**config.mk**
```make
export PLATFORM = sky130hd
export DESIGN_NAME = bilinear_coord_gen
export DESIGN_NICKNAME = d
export VERILOG_FILES = /design/src/rtl/bilin_pkg.sv /design/src/rtl/bilin_axis_map.sv /design/src/rtl/bilinear_coord_gen.sv
export SDC_FILE = /design/constraint.sdc
export NUM_CORES = 1
export LEC_CHECK = 0
export ABC_AREA = 1
export BUFFER_PORTS_ARGS = -buffer_cell sky130_fd_sc_hd__buf_2
export CAP_MARGIN = 20
export CORE_UTILIZATION = 35
export DETAILED_ROUTE_END_ITERATION = 7
export PLACE_DENSITY_LB_ADDON = 0.1
export SLEW_MARGIN = 10
export SYNTH_ARGS = -nofsm -noshare
export SYNTH_HDL_FRONTEND = slang
export SYNTH_SLANG_ARGS = --single-unit
```
**constraint.sdc**
```tcl
create_clock -name clk_i -period 5.4 [get_ports clk_i]
set_clock_uncertainty 0.2 [all_clocks]
set_input_delay 0.27 -clock clk_i [delete_from_list [all_inputs] [get_ports clk_i]]
set_output_delay 0.27 -clock clk_i [all_outputs]
set_load 0.01 [all_outputs]
```
**src/rtl/bilin_pkg.sv**
```systemverilog
// Shared FSM state type, weight constants and numerator sizing for the
// bilinear coordinate generator.
package bilin_pkg;

    typedef enum logic [1:0] {ST_IDLE, ST_LOAD, ST_RUN, ST_DONE} state_e;

    localparam int BILIN_FRAC_BITS = 7;
    localparam int BILIN_UNITY     = 1 << BILIN_FRAC_BITS;

    // Signed numerator (2d+1)*S - D needs SRC_AW + log2(D) + 2 bits.
    function automatic int num_width(input int src_aw, input int d);
        return src_aw + $clog2(d) + 2;
    endfunction

endpackage

```
**src/rtl/bilin_axis_map.sv**
```systemverilog
// One axis of the destination-to-source map: multiplier-free numerator
// accumulator, edge clamp and neighbour weight derivation.
module bilin_axis_map #(
    parameter int D         = 64,
    parameter int SRC_AW    = 8,
    parameter int FRAC_BITS = bilin_pkg::BILIN_FRAC_BITS
) (
    input  logic                 clk_i,
    input  logic                 rst_n_i,
    input  logic [SRC_AW-1:0]    size_i,
    input  logic                 init_i,
    input  logic                 step_i,
    input  logic                 en_i,
    output logic [SRC_AW-1:0]    c0_o,
    output logic [SRC_AW-1:0]    c1_o,
    output logic [FRAC_BITS:0]   w0_o,
    output logic [FRAC_BITS:0]   w1_o
);
    import bilin_pkg::*;

    localparam int LD = $clog2(D);
    localparam int NW = num_width(SRC_AW, D);
    localparam int VW = NW + FRAC_BITS;
    localparam logic [FRAC_BITS:0] W_ONE = {1'b1, {FRAC_BITS{1'b0}}};

    logic signed [NW-1:0] acc_q, acc_d;
    logic [VW-1:0]        v;
    logic [SRC_AW-1:0]    ip, s_m1;
    logic [FRAC_BITS-1:0] fp;
    logic                 unused_v;

    always_comb begin
        acc_d = acc_q;
        if (init_i)      acc_d = NW'(size_i) - NW'(D);
        else if (step_i) acc_d = acc_q + NW'({size_i, 1'b0});
    end

    always_ff @(posedge clk_i or negedge rst_n_i) begin
        if (!rst_n_i) acc_q <= '0;
        else          acc_q <= acc_d;
    end

    assign v        = {acc_q, {FRAC_BITS{1'b0}}} >> (LD + 1);
    assign ip       = v[FRAC_BITS +: SRC_AW];
    assign fp       = v[FRAC_BITS-1:0];
    assign s_m1     = size_i - SRC_AW'(1);
    assign unused_v = ^v[VW-1:FRAC_BITS+SRC_AW];

    always_comb begin
        c0_o = '0;
        c1_o = '0;
        w0_o = '0;
        w1_o = '0;
        if (en_i) begin
            if (acc_q[NW-1]) begin
                // Left of the first source centre: replicate the edge sample.
                w0_o = W_ONE;
            end else if (ip >= s_m1) begin
                c0_o = s_m1;
                c1_o = s_m1;
                w0_o = W_ONE;
            end else begin
                c0_o = ip;
                c1_o = ip + SRC_AW'(1);
                w1_o = {1'b0, fp};
                w0_o = W_ONE - {1'b0, fp};
            end
        end
    end

endmodule

```
**src/rtl/bilinear_coord_gen.sv**
```systemverilog
// Raster-scan destination-to-source coordinate generator for the bilinear
// scaler. Optional BILIN_WEIGHT2D_EN adds a registered 2-D weight stage.
module bilinear_coord_gen #(
    parameter int DST_W     = 64,
    parameter int DST_H     = 64,
    parameter int SRC_AW    = 8,
    parameter int FRAC_BITS = bilin_pkg::BILIN_FRAC_BITS
) (
    input  logic                       clk_i,
    input  logic                       rst_n_i,
    input  logic                       start_i,
    input  logic [SRC_AW-1:0]          src_width_i,
    input  logic [SRC_AW-1:0]          src_height_i,
    output logic                       busy_o,
    output logic                       done_o,
    output logic                       err_o,
    output logic                       out_valid_o,
    input  logic                       out_ready_i,
    output logic [$clog2(DST_W)-1:0]   dst_x_o,
    output logic [$clog2(DST_H)-1:0]   dst_y_o,
    output logic [SRC_AW-1:0]          src_x0_o,
    output logic [SRC_AW-1:0]          src_x1_o,
    output logic [SRC_AW-1:0]          src_y0_o,
    output logic [SRC_AW-1:0]          src_y1_o,
    output logic [FRAC_BITS:0]         wx0_o,
    output logic [FRAC_BITS:0]         wx1_o,
    output logic [FRAC_BITS:0]         wy0_o,
    output logic [FRAC_BITS:0]         wy1_o,
`ifdef BILIN_WEIGHT2D_EN
    output logic [2*FRAC_BITS+1:0]     w00_o,
    output logic [2*FRAC_BITS+1:0]     w01_o,
    output logic [2*FRAC_BITS+1:0]     w10_o,
    output logic [2*FRAC_BITS+1:0]     w11_o,
`endif
    output logic                       last_o
);
    import bilin_pkg::*;

    localparam int XW = $clog2(DST_W);
    localparam int YW = $clog2(DST_H);

    typedef struct packed {
        logic                last;
        logic [XW-1:0]       dx;
        logic [YW-1:0]       dy;
        logic [SRC_AW-1:0]   x0, x1, y0, y1;
        logic [FRAC_BITS:0]  wx0, wx1, wy0, wy1;
    } pix_t;

    state_e            state_q, state_d;
    logic              err_q, err_d;
    logic [SRC_AW-1:0] sw_q, sh_q;
    logic [XW-1:0]     cx_q;
    logic [YW-1:0]     cy_q;
    logic              load, size_ok, row_end, g_last;
    logic              g_valid, g_ready, g_xfer, end_xfer;
    pix_t              gen;

    assign size_ok = (src_width_i != '0) && (src_height_i != '0);
    assign load    = (state_q == ST_LOAD);
    assign row_end = &cx_q;
    assign g_last  = row_end && (&cy_q);
    assign g_xfer  = g_valid && g_ready;
    assign busy_o  = (state_q != ST_IDLE);
    assign done_o  = (state_q == ST_DONE);
    assign err_o   = err_q;

    always_comb begin
        state_d = state_q;
        err_d   = err_q;
        case (state_q)
            ST_IDLE: if (start_i) begin
                err_d = !size_ok;
                if (size_ok) state_d = ST_LOAD;
            end
            ST_LOAD: state_d = ST_RUN;
            ST_RUN:  if (end_xfer) state_d = ST_DONE;
            ST_DONE: state_d = ST_IDLE;
            default: state_d = ST_IDLE;
        endcase
    end

    always_ff @(posedge clk_i or negedge rst_n_i) begin
        if (!rst_n_i) begin
            state_q <= ST_IDLE;
            err_q   <= 1'b0;
            sw_q    <= '0;
            sh_q    <= '0;
            cx_q    <= '0;
            cy_q    <= '0;
        end else begin
            state_q <= state_d;
            err_q   <= err_d;
            if ((state_q == ST_IDLE) && start_i && size_ok) begin
                sw_q <= src_width_i;
                sh_q <= src_height_i;
            end
            if (load) begin
                cx_q <= '0;
                cy_q <= '0;
            end else if (g_xfer) begin
                cx_q <= cx_q + 1'b1;
                if (row_end) cy_q <= cy_q + 1'b1;
            end
        end
    end

    // x reloads at each row end while y steps once per row.
    bilin_axis_map #(.D(DST_W), .SRC_AW(SRC_AW), .FRAC_BITS(FRAC_BITS)) u_x (
        .clk_i, .rst_n_i, .size_i(sw_q),
        .init_i(load || (g_xfer && row_end)), .step_i(g_xfer), .en_i(g_valid),
        .c0_o(gen.x0), .c1_o(gen.x1), .w0_o(gen.wx0), .w1_o(gen.wx1)
    );

    bilin_axis_map #(.D(DST_H), .SRC_AW(SRC_AW), .FRAC_BITS(FRAC_BITS)) u_y (
        .clk_i, .rst_n_i, .size_i(sh_q),
        .init_i(load), .step_i(g_xfer && row_end), .en_i(g_valid),
        .c0_o(gen.y0), .c1_o(gen.y1), .w0_o(gen.wy0), .w1_o(gen.wy1)
    );

    assign gen.last = g_valid && g_last;
    assign gen.dx   = g_valid ? cx_q : '0;
    assign gen.dy   = g_valid ? cy_q : '0;

`ifdef BILIN_WEIGHT2D_EN
    localparam int PW = 2*FRAC_BITS + 2;

    logic          fin_q, p_vld_q;
    pix_t          p_q;
    logic [PW-1:0] w00_q, w01_q, w10_q, w11_q;

    // Generator stops once its last pixel has entered the output stage.
    assign g_valid  = (state_q == ST_RUN) && !fin_q;
    assign g_ready  = out_ready_i || !p_vld_q;
    assign end_xfer = p_vld_q && out_ready_i && p_q.last;

    always_ff @(posedge clk_i or negedge rst_n_i) begin
        if (!rst_n_i) begin
            fin_q   <= 1'b0;
            p_vld_q <= 1'b0;
            p_q     <= '0;
            w00_q   <= '0;
            w01_q   <= '0;
            w10_q   <= '0;
            w11_q   <= '0;
        end else begin
            if (load)                 fin_q <= 1'b0;
            else if (g_xfer && g_last) fin_q <= 1'b1;
            if (g_ready) begin
                p_vld_q <= g_valid;
                p_q     <= gen;
                w00_q   <= PW'(gen.wx0) * PW'(gen.wy0);
                w01_q   <= PW'(gen.wx1) * PW'(gen.wy0);
                w10_q   <= PW'(gen.wx0) * PW'(gen.wy1);
                w11_q   <= PW'(gen.wx1) * PW'(gen.wy1);
            end
        end
    end

    assign out_valid_o = p_vld_q;
    assign last_o      = p_q.last;
    assign dst_x_o     = p_q.dx;
    assign dst_y_o     = p_q.dy;
    assign src_x0_o    = p_q.x0;
    assign src_x1_o    = p_q.x1;
    assign src_y0_o    = p_q.y0;
    assign src_y1_o    = p_q.y1;
    assign wx0_o       = p_q.wx0;
    assign wx1_o       = p_q.wx1;
    assign wy0_o       = p_q.wy0;
    assign wy1_o       = p_q.wy1;
    assign w00_o       = w00_q;
    assign w01_o       = w01_q;
    assign w10_o       = w10_q;
    assign w11_o       = w11_q;
`else
    assign g_valid     = (state_q == ST_RUN);
    assign g_ready     = out_ready_i;
    assign end_xfer    = g_xfer && g_last;
    assign out_valid_o = g_valid;
    assign last_o      = gen.last;
    assign dst_x_o     = gen.dx;
    assign dst_y_o     = gen.dy;
    assign src_x0_o    = gen.x0;
    assign src_x1_o    = gen.x1;
    assign src_y0_o    = gen.y0;
    assign src_y1_o    = gen.y1;
    assign wx0_o       = gen.wx0;
    assign wx1_o       = gen.wx1;
    assign wy0_o       = gen.wy0;
    assign wy1_o       = gen.wy1;
`endif

endmodule

```
==> results.py, run 1 <==
metrics = {
    "run_status": {
        "status": "complete, no violations",
    },
    "drt": {
        "drt_iter0_drc": 273,
        "wl_per_cell_um": 14.06,
        "num_vias": 5894,
        "wl_um": 17260,
        "ant_nets": 0,
        "avgViaCountPerCell": 4.800,
        "drcViolationCount": 0,
        "dr.pass1.iters": 5,
    },
    "power_and_ir_drop": {
        "power.total_w": 0.001688,
        "pwr_density_cell_nw_per_um2": 247.4,
        "total_leakage_power_nw": 3.991,
        "irDropWorstVdd_uv": 174.7,
    },
    "final_layout": {
        "stdcell_area_um2": 6823,
        "final_nets": 1076,
        "antenna_cells": 0,
        "layout_common_cells": "nand2_1 (221), inv_1 (147), nor2_1 (144)",
        "final_common_cell": "nand2_1",
        "fillers": 1786,
        "syn_to_final_growth_pct": 16.32,
        "layout-drive-gt1-share_pct": 13.04,
    },
    "placed_design": {
        "dp_hpwl_um": 13330,
        "portBuffers": 98,
        "gp_congestion": 0.8446,
        "post_dp_cell_area_um2": 6482,
        "detailedPlace.worstSlack_ns": 1.681,
    },
    "sta": {
        "timing.final.hold_violations": 0,
        "min_period_ns": 4.005,
        "timing.hold.ws_ns": 0.01551,
        "tns_ns": 0,
        "worst_slack_ns": 1.395,
        "post-route-period-util_pct": 74.16,
        "relSlewSlack_pct": 36.75,
        "timing.fmax_ghz": 0.2497,
        "rsz0062_at_grt": "no",
        "drv_slew": 0,
        "setup_viol": 0,
        "tightest_slew_ns": 0.9461,
    },
    "flow_run": {
        "cap_violations": 0,
    },
    "yosys": {
        "synthArstFlopShare_pct": 100.0,
        "yosys_most_used_dff": "dfrtp_1",
        "syn_area_per_cell_um2": 6.390,
        "synth_area_um2": 5866,
        "yosys.cell_types.count": 38,
        "synth_edf_count": 0,
        "synthCells": 918,
        "yosysWarnings": 0,
        "synth-seq-cells": 63,
        "ys_seq_area_share_pct": 26.88,
    },
    "grt": {
        "grt_start_max_net_pins": 64,
        "gr-total-overflow": 0,
        "antenna_found_initial": 0,
        "grt_pass1_wl_um": 28760,
        "grt_use_total_pct": 20.79,
        "first_global_vias": 5512,
    },
    "setup_path": {
        "worst_setup_path_end_kind": "output port",
        "path_class": "reg2out",
        "arrival_ns": 3.53,
        "required_ns": 4.93,
        "crit_fanout": 25,
        "start_kind": "flop",
    },
    "clock_tree": {
        "clk_pin_slew_ns": 0.05,
        "clockRootBuffer": "clkbuf_16",
        "worstSkewPairLatency_ns": 0.34,
        "h-tree-depth": 3,
        "cts.sinks": 63,
        "clock_path_buffers": 2,
        "postCtsHoldBufs": 3,
        "cts_resized": 0,
        "numCtsBuffers": 9,
        "post_cts_buffers": 0,
        "cts_tree": "done",
    },
    "die": {
        "start_util_pct": 36.40,
        "chipHeight_um": 131.5,
        "rows": 46,
        "core_area_um2": 16120,
        "floorplan.io_pins": 101,
        "fp.dieW_um": 131.5,
        "die_area_um2": 17280,
    },
    "min_path": {
        "min_path_type": "in2reg",
    },
}
[where the power goes]
part	switching, W	internal (W)	total (W)
Sequential	0.0000599	0.000518	0.000578
Clock	0.000221	0.000394	0.000614
Combinational	0.000320	0.000176	0.000496
[synth_stat cells, drive strengths merged, types with 2 or more instances]
master | n | area [um2]
a21oi | 50 | 257.8
a31oi | 2 | 12.51
buf | 20 | 140.1
clkbuf | 6 | 22.52
dfrtp | 63 | 1577
fa | 2 | 40.04
ha | 47 | 588.1
inv | 151 | 571.8
nand2 | 225 | 864.6
nand3 | 77 | 390.4
nand4 | 15 | 93.84
nor2 | 147 | 573.1
nor3 | 13 | 65.06
o211ai | 2 | 15.01
o21ai | 52 | 260.3
o22ai | 5 | 31.28
xnor2 | 3 | 26.28
xor2 | 29 | 254.0
[layer usage]
metal  global-route usage (%)  routed length [um]  up-vias
met4                    5.491                 261        0
met1                    28.79                8632     2683
met3                    2.701                 586       15
met2                    33.86                7780      115
li1                         -                   -     3081
met5                        0                   0        -
[final cells by class]
cell class,count,area [um2],area share (%)
tap,216,270.3,3.961
clock inverter,3,40.04,0.5868
sequential,63,1577,23.11
inverter,151,571.8,8.381
clock buffer,13,270.3,3.961
timing repair buffer,103,535.5,7.849
multi-input combinational,679,3558,52.15
[cell families (layout without fill, tap and decap cells)]
family / after synthesis / in the layout / share of synthesized area (%)
AO/OA/AOI/OAI: 116 / 116 / 10.64
flip-flops: 63 / 63 / 26.88
multiplexers: 1 / 1 / 0.1707
XOR/XNOR: 32 / 32 / 4.778
adder cells (fa/ha/maj): 49 / 49 / 10.71
other: 1 / 2 / 0.06393
buffers and inverters: 177 / 270 / 12.52
AND/OR/NAND/NOR: 479 / 479 / 34.24
[registers in the layout, indices dropped and copies added, names as in the netlist]
signal     cells
u_y.acc_q     16
sh_q           8
err_o          1
cy_q           6
cx_q           6
sw_q           8
u_x.acc_q     16
state_q        2
[through the flow]
step                      utilization [%]  std cells
after floorplan                         -        919
after global placement              40.23       1209
after detailed placement            40.23       1209
after CTS                           42.34       1228
after global routing                42.34       1228
final                               42.34       1228
[critical path, stage by stage (launching register included)]
cell and delay (ns):
dfrtp_1 0.41, inv_1 0.14, nand3_1 0.12, nor3_1 0.31, nand3_1 0.12, nand2_1 0.08, nand2_1 0.08, ha_1 0.30
nand2_1 0.08, nor2_1 0.05, nor3_1 0.19, nand3_1 0.69, o21ai_0 0.43, inv_1 0.07, buf_2 0.14
[final timing paths]
check,startpoint,end,slack [ns],cells after the start
min in group asynchronous,rst_n_i,u_y.acc_q[10],0.46,3
hold reg to reg,u_x.acc_q[0],u_x.acc_q[0],0.31,2
setup / recovery,sh_q[1],wy0_o[7],1.40,14
hold / removal,src_height_i[6],sh_q[6],0.02,3
max in group asynchronous,rst_n_i,sw_q[1],3.97,3
setup reg to reg,state_q[0],u_x.acc_q[10],2.16,15
Note: power is estimated with default switching activity, not from simulation.
==> run 2: changes to the inputs <==
==> constraint.sdc (replaced) <==
create_clock -name clk_i -period 3.8 [get_ports clk_i]
set_clock_uncertainty 0.2 [all_clocks]
set_input_delay 0.19 -clock clk_i [delete_from_list [all_inputs] [get_ports clk_i]]
set_output_delay 0.19 -clock clk_i [all_outputs]
set_load 0.01 [all_outputs]
==> run 2 against run 1 <==
Effect of this change:
- critical endpoint is now src_x1_o[4]
- critical path type unchanged
- global-route usage rose by 0.34 points
- wire length up 3.2%
- sequential share of layout area down 0.95 points
- combinational power rose by 48%
- register-to-register slack worse by 1.1 ns
- first-iteration DRC count up 18%
==> results.py, run 2 (synthesis results as in run 1) <==
metrics = {
    "setup_path": {
        "arrival_ns": 3.08,
        "crit_fanout": 13,
        "start_kind": "flop",
        "path_class": "reg2out",
        "required_ns": 3.41,
        "worst_setup_path_end_kind": "output port",
        "rrSetupSlack_ns": 1.06,
    },
    "drt": {
        "wl_um": 17810,
        "drt_iter0_drc": 322,
        "wl_per_cell_um": 14.22,
        "avgViaCountPerCell": 4.796,
        "ant_nets": 0,
        "dr.pass1.iters": 5,
        "drcViolationCount": 0,
        "num_vias": 6009,
    },
    "final_layout": {
        "multi_input_area_um2": 3601,
        "largestRegisters": "u_x.acc_q x16, u_y.acc_q x16",
        "final_nets": 1101,
        "final_cell_count_no_fill": 1253,
        "final_util_pct": 44.16,
        "syn_to_final_growth_pct": 21.33,
        "final_common_cell": "nand2_1",
        "layout-drive-gt1-share_pct": 14.18,
        "layout_common_cells": "nand2_1 (221), inv_1 (147), nor2_1 (144)",
        "antenna_cells": 0,
        "fillers": 1748,
        "regArea_um2": 1577,
    },
    "die": {
        "fp.dieW_um": 131.5,
        "floorplan.io_pins": 101,
        "rows": 46,
        "start_util_pct": 36.40,
        "die_area_um2": 17280,
        "chipHeight_um": 131.5,
        "core_area_um2": 16120,
    },
    "sta": {
        "timing.final.hold_violations": 0,
        "post-route-period-util_pct": 91.35,
        "relSlewSlack_pct": 34.25,
        "setup_viol": 0,
        "tightest_slew_ns": 0.9835,
        "drv_slew": 0,
        "tns_ns": 0,
        "timing.fmax_ghz": 0.2881,
        "min_period_ns": 3.471,
        "rsz0062_at_grt": "no",
    },
    "grt": {
        "antenna_found_initial": 0,
        "grt_start_max_net_pins": 33,
        "grt_pass1_wl_um": 29260,
        "use_met2_pct": 33.92,
        "top_usage_layer": "met2",
        "gr-total-overflow": 0,
        "use_met1_pct": 28.87,
        "first_global_vias": 5631,
        "grt_use_total_pct": 21.14,
        "gr-usage-met3_pct": 2.894,
    },
    "clock_tree": {
        "h-tree-depth": 3,
        "numCtsBuffers": 9,
        "cts.sinks": 63,
        "worstSkewPairLatency_ns": 0.34,
        "clk_pin_slew_ns": 0.05,
        "clock_path_buffers": 2,
        "clockRootBuffer": "clkbuf_16",
        "cts_tree": "done",
    },
    "placed_design": {
        "gp_congestion": 0.8700,
        "placedCellCount": 1217,
        "dp_hpwl_um": 13780,
        "portBuffers": 98,
    },
    "flow_run": {
        "cap_violations": 0,
    },
    "power_and_ir_drop": {
        "total_leakage_power_nw": 4.129,
        "irDropWorstVdd_uv": 218.3,
        "pwr_density_cell_nw_per_um2": 351.5,
    },
    "run_status": {
        "status": "complete, no violations",
    },
    "min_path": {
        "min_path_type": "in2reg",
    },
}
-- run 2: per-stage QoR --
stage               total power [W]  setup slack, ns  instance area [um2]  hold slack (ns)
finish                     0.002502           0.3285                 7117          0.06512
floorplan                  0.001325           0.9178                 5869          -0.3056
detailed placement         0.001537           0.3619                 6543           0.1193
global placement           0.001540           0.3969                 6543           0.1252
global route               0.002667          0.08187                 7117          0.08269
CTS                        0.002516          0.08461                 7074          0.05627
-- run 2: area by class of cell --
type | instances | area share, %
inverter | 151 | 8.034
clock inverter | 2 | 0.8439
sequential | 63 | 22.15
timing repair buffer | 127 | 10.58
tap | 216 | 3.797
clock buffer | 14 | 3.991
multi-input combinational | 680 | 50.60
-- run 2: per-layer routing --
layer | vias up | part of all wire (%) | routed length [um]
met5 | - | 0 | 0
met4 | 0 | 2.0 | 364
met3 | 21 | 3.3 | 593
met2 | 125 | 46 | 8146
met1 | 2726 | 49 | 8708
li1 | 3137 | - | -
-- run 2: power by group --
| part | leakage [nW] | switching, W | internal [W] | total [W] |
|---|---|---|---|---|
| clock network | 0.169 | 0.000301 | 0.000646 | 0.000947 |
| logic | 3.20 | 0.000464 | 0.000270 | 0.000734 |
| registers | 0.764 | 0.0000851 | 0.000736 | 0.000821 |
-- run 2: worst max-delay path: stages, from the launching register on --
cell and delay [ns]:
dfrtp_1 0.40, inv_1 0.16, ha_1 0.21, nand2_1 0.06, nor2_1 0.15, nand3_1 0.11, xor2_1 0.22, ha_1 0.27
nand2_1 0.08, nor2_1 0.06, nor3_2 0.30, nand3_4 0.25, nand2_1 0.11, nand2_1 0.07, nor2_1 0.14, buf_2 0.14
-- run 2: final timing paths --
path,startpoint,end,depth (start not counted)
max in group asynchronous,rst_n_i,err_o,3
min in group asynchronous,rst_n_i,u_y.acc_q[14],2
hold / removal,out_ready_i,cx_q[2],5
setup / recovery,sw_q[1],src_x1_o[4],15
hold reg to reg,u_x.acc_q[0],u_x.acc_q[0],2
setup reg to reg,state_q[0],u_x.acc_q[10],15
-- run 2: timing repair --
action / CTS / global route
gates resized for setup: 1 / 5
endpoints found under the setup margin: 1 / 43
pin swaps: 0 / 2
cloned: 0 / 1
endpoints found under the hold margin: 46 / 0
buffers inserted: 0 / 1
hold buffers: 18 / 0
==> run 3: changes to the inputs <==
--- a/config.mk
+++ b/config.mk
@@ -5,10 +5,9 @@
 export SDC_FILE = /design/constraint.sdc
 export NUM_CORES = 1
 export LEC_CHECK = 0
-export ABC_AREA = 1
 export BUFFER_PORTS_ARGS = -buffer_cell sky130_fd_sc_hd__buf_2
 export CAP_MARGIN = 20
-export CORE_UTILIZATION = 35
+export CORE_UTILIZATION = 33
 export DETAILED_ROUTE_END_ITERATION = 7
 export PLACE_DENSITY_LB_ADDON = 0.1
 export SLEW_MARGIN = 10
==> run 3 against run 2 <==
Effect of this change:
- global-route usage down 2.1 points
- cell area down 3.1%
- maximum frequency fell by 3.7%
- worst setup slack got worse by 0.13 ns
- clock power is 2.2% lower
- sequential share of layout area increased by 0.71 points
- largest power group is now combinational cells
- highest routed layer unchanged
==> results.py, run 3 <==
metrics = {
    "drt": {
        "ant_nets": 0,
        "drcViolationCount": 0,
        "route.met2.wl_um": 7337,
        "dr.pass1.iters": 4,
        "top_layer_used": "met4",
        "dr_wl_met3_um": 609,
        "drt-met1-wl_um": 8524,
        "num_vias": 5332,
        "wl_um": 16640,
        "avgViaCountPerCell": 5.300,
        "wl_per_cell_um": 16.54,
        "drt_iter0_drc": 272,
    },
    "sta": {
        "min_period_ns": 3.605,
        "timing.fmax_ghz": 0.2774,
        "timing.final.hold_violations": 0,
        "relSlewSlack_pct": 57.88,
        "tns_ns": 0,
        "post-route-period-util_pct": 94.86,
        "tightest_slew_ns": 0.6231,
        "rsz0062_at_grt": "no",
        "drv_slew": 0,
        "setup_viol": 0,
    },
    "flow_run": {
        "cap_violations": 0,
    },
    "die": {
        "start_util_pct": 34.22,
        "rows": 47,
        "floorplan.io_pins": 101,
        "core_area_um2": 16760,
        "die_area_um2": 17910,
        "chipHeight_um": 133.8,
        "fp.dieW_um": 133.8,
    },
    "final_layout": {
        "layout_common_cells": "buf_2 (98), nand2_1 (70), dfrtp_1 (63)",
        "fillers": 1719,
        "largestRegisters": "u_x.acc_q x16, u_y.acc_q x16",
        "syn_to_final_growth_pct": 20.24,
        "multi_input_area_um2": 3817,
        "stdcell_area_um2": 6897,
        "final_nets": 850,
        "layout-drive-gt1-share_pct": 20.10,
        "final_common_cell": "buf_2",
        "antenna_cells": 0,
        "final_util_pct": 41.15,
        "regArea_um2": 1577,
    },
    "yosys": {
        "synth_area_um2": 5736,
        "synthMuxAreaShare_pct": 7.024,
        "synth_top_family_by_area": "simple AND/OR/NAND/NOR gates",
        "synth_fa_ha_area_share_pct": 10.95,
        "synth_commonest_cells": "nand2_1 (70), dfrtp_1 (63), nor2_1 (59)",
        "synth_xor_area_share_pct": 7.177,
        "netlist.area_leader.share_pct": 27.49,
        "synth-seq-cells": 63,
        "synthArstFlopShare_pct": 100.0,
        "syn_area_per_cell_um2": 8.435,
        "synth_compound_area_share_pct": 18.13,
        "yosys.cell_types.count": 69,
        "synth_top_cell_by_area": "dfrtp_1",
        "synthCells": 680,
        "synth_edf_count": 0,
        "yosys_most_used_dff": "dfrtp_1",
        "ys_top_cells_by_area": "dfrtp_1 (27%), ha_1 (10%), nand2_1 (4.6%)",
        "synthSimpleGateAreaFrac_pct": 23.15,
        "yosysWarnings": 0,
        "ys_seq_area_share_pct": 27.49,
        "yosysMostFrequentCell": "nand2_1",
    },
    "clock_tree": {
        "cts.sinks": 63,
        "cts_resized": 0,
        "cts_tree": "done",
        "clk_pin_slew_ns": 0.06,
        "worstSkewPairLatency_ns": 0.35,
        "clock_path_buffers": 2,
        "clockRootBuffer": "clkbuf_16",
        "h-tree-depth": 3,
        "post_cts_buffers": 0,
        "numCtsBuffers": 9,
    },
    "setup_path": {
        "worst_path_largest_cell_delay_ns": 0.46,
        "path_class": "reg2out",
        "cpMaxStageDelayCell": "dfrtp_1",
        "path_cells": "nor4_1 > nand4_1 > xnor2_1 > ha_1 > a21oi_1 > o21ai_1 > or3_1 > a21o_1 > a22oi_1 > buf_2",
        "required_ns": 3.41,
        "arrival_ns": 3.21,
        "path_delay_family": "simple AND/OR/NAND/NOR gates",
        "path_buf_inv": 1,
        "start_kind": "flop",
        "worst_setup_path_end_kind": "output port",
        "crit_fanout": 15,
    },
    "grt": {
        "grt_start_max_net_pins": 43,
        "grt_pass1_wl_um": 27090,
        "first_global_vias": 5255,
        "antenna_found_initial": 0,
        "gr-total-overflow": 0,
        "grt_use_total_pct": 19.03,
    },
    "placed_design": {
        "portBuffers": 98,
        "dp_hpwl_um": 12670,
        "post_dp_cell_area_um2": 6366,
        "gp_congestion": 0.8355,
    },
    "power_and_ir_drop": {
        "pwr_density_cell_nw_per_um2": 971.6,
        "irDropWorstVdd_uv": 381.4,
        "total_leakage_power_nw": 3.331,
    },
    "run_status": {
        "status": "complete, no violations",
    },
    "min_path": {
        "min_path_type": "in2reg",
    },
}
==> run 3: timing repair <==
item                                    in CTS  in global routing
endpoints found under the setup margin       0                  0
hold buffers                                18                  0
endpoints found under the hold margin       58                  0
==> run 3: routing by layer <==
| layer | up-vias | global-route usage, % |
|---|---|---|
| met5 | - | 0 |
| met3 | 18 | 3.212 |
| met2 | 106 | 30.05 |
| met1 | 2555 | 26.98 |
| li1 | 2653 | - |
| met4 | 0 | 4.356 |
==> run 3: area by class of cell <==
class	instances	share of cell area, %
Multi-Input combinational cell	546	55.35
Timing Repair Buffer	128	11.21
Tap cell	220	3.991
Sequential cell	63	22.86
Clock inverter	6	1.324
Inverter	33	1.796
Clock buffer	10	3.465
==> run 3: power by group <==
| group | internal [W] | switching [W] | total, W |
|---|---|---|---|
| Clock | 0.000596 | 0.000329 | 0.000926 |
| Sequential | 0.000945 | 0.000481 | 0.00143 |
| Combinational | 0.00185 | 0.00250 | 0.00435 |
==> run 3: cells by family (layout without fill, tap and decap cells) <==
logic type,count (synthesis),in the layout
mux,38,38
fa+ha+maj,49,49
flops,63,63
buf+inv,72,177
simple gates,263,263
compound gates,147,147
other cells,1,2
xor+xnor,47,47
==> run 3: worst min-delay path, stage by stage <==
cell,delay [ns]
buf_2,0.15
nand2_1,0.11
nand2_1,0.07
a21oi_1,0.05
==> run 3: path summary, 6_finish.rpt <==
check | to | start | slack [ns] | cells after the start
min in group asynchronous | sw_q[4] | rst_n_i | 0.14 | 2
setup reg to reg | u_x.acc_q[9] | state_q[0] | 1.00 | 6
setup / recovery | src_x1_o[3] | sw_q[4] | 0.20 | 10
max in group asynchronous | u_y.acc_q[3] | rst_n_i | 2.39 | 4
hold / removal | cx_q[1] | out_ready_i | 0.08 | 4
hold reg to reg | u_x.acc_q[0] | u_x.acc_q[0] | 0.29 | 2
==> run 3: metrics by stage <==
stage | setup WS (ns) | hold slack [ns] | power [W] | cells
2_1_floorplan | 0.8094 | -0.3056 | 0.004594 | 681
3_3_place_gp | 0.7101 | 0.2226 | 0.005670 | 971
3_5_place_dp | 0.6021 | 0.2331 | 0.005760 | 971
4_1_cts | 0.2185 | 0.05837 | 0.006734 | 1005
5_1_grt | 0.005578 | 0.1187 | 0.007333 | 1006
6_report | 0.1955 | 0.07513 | 0.006701 | 1006
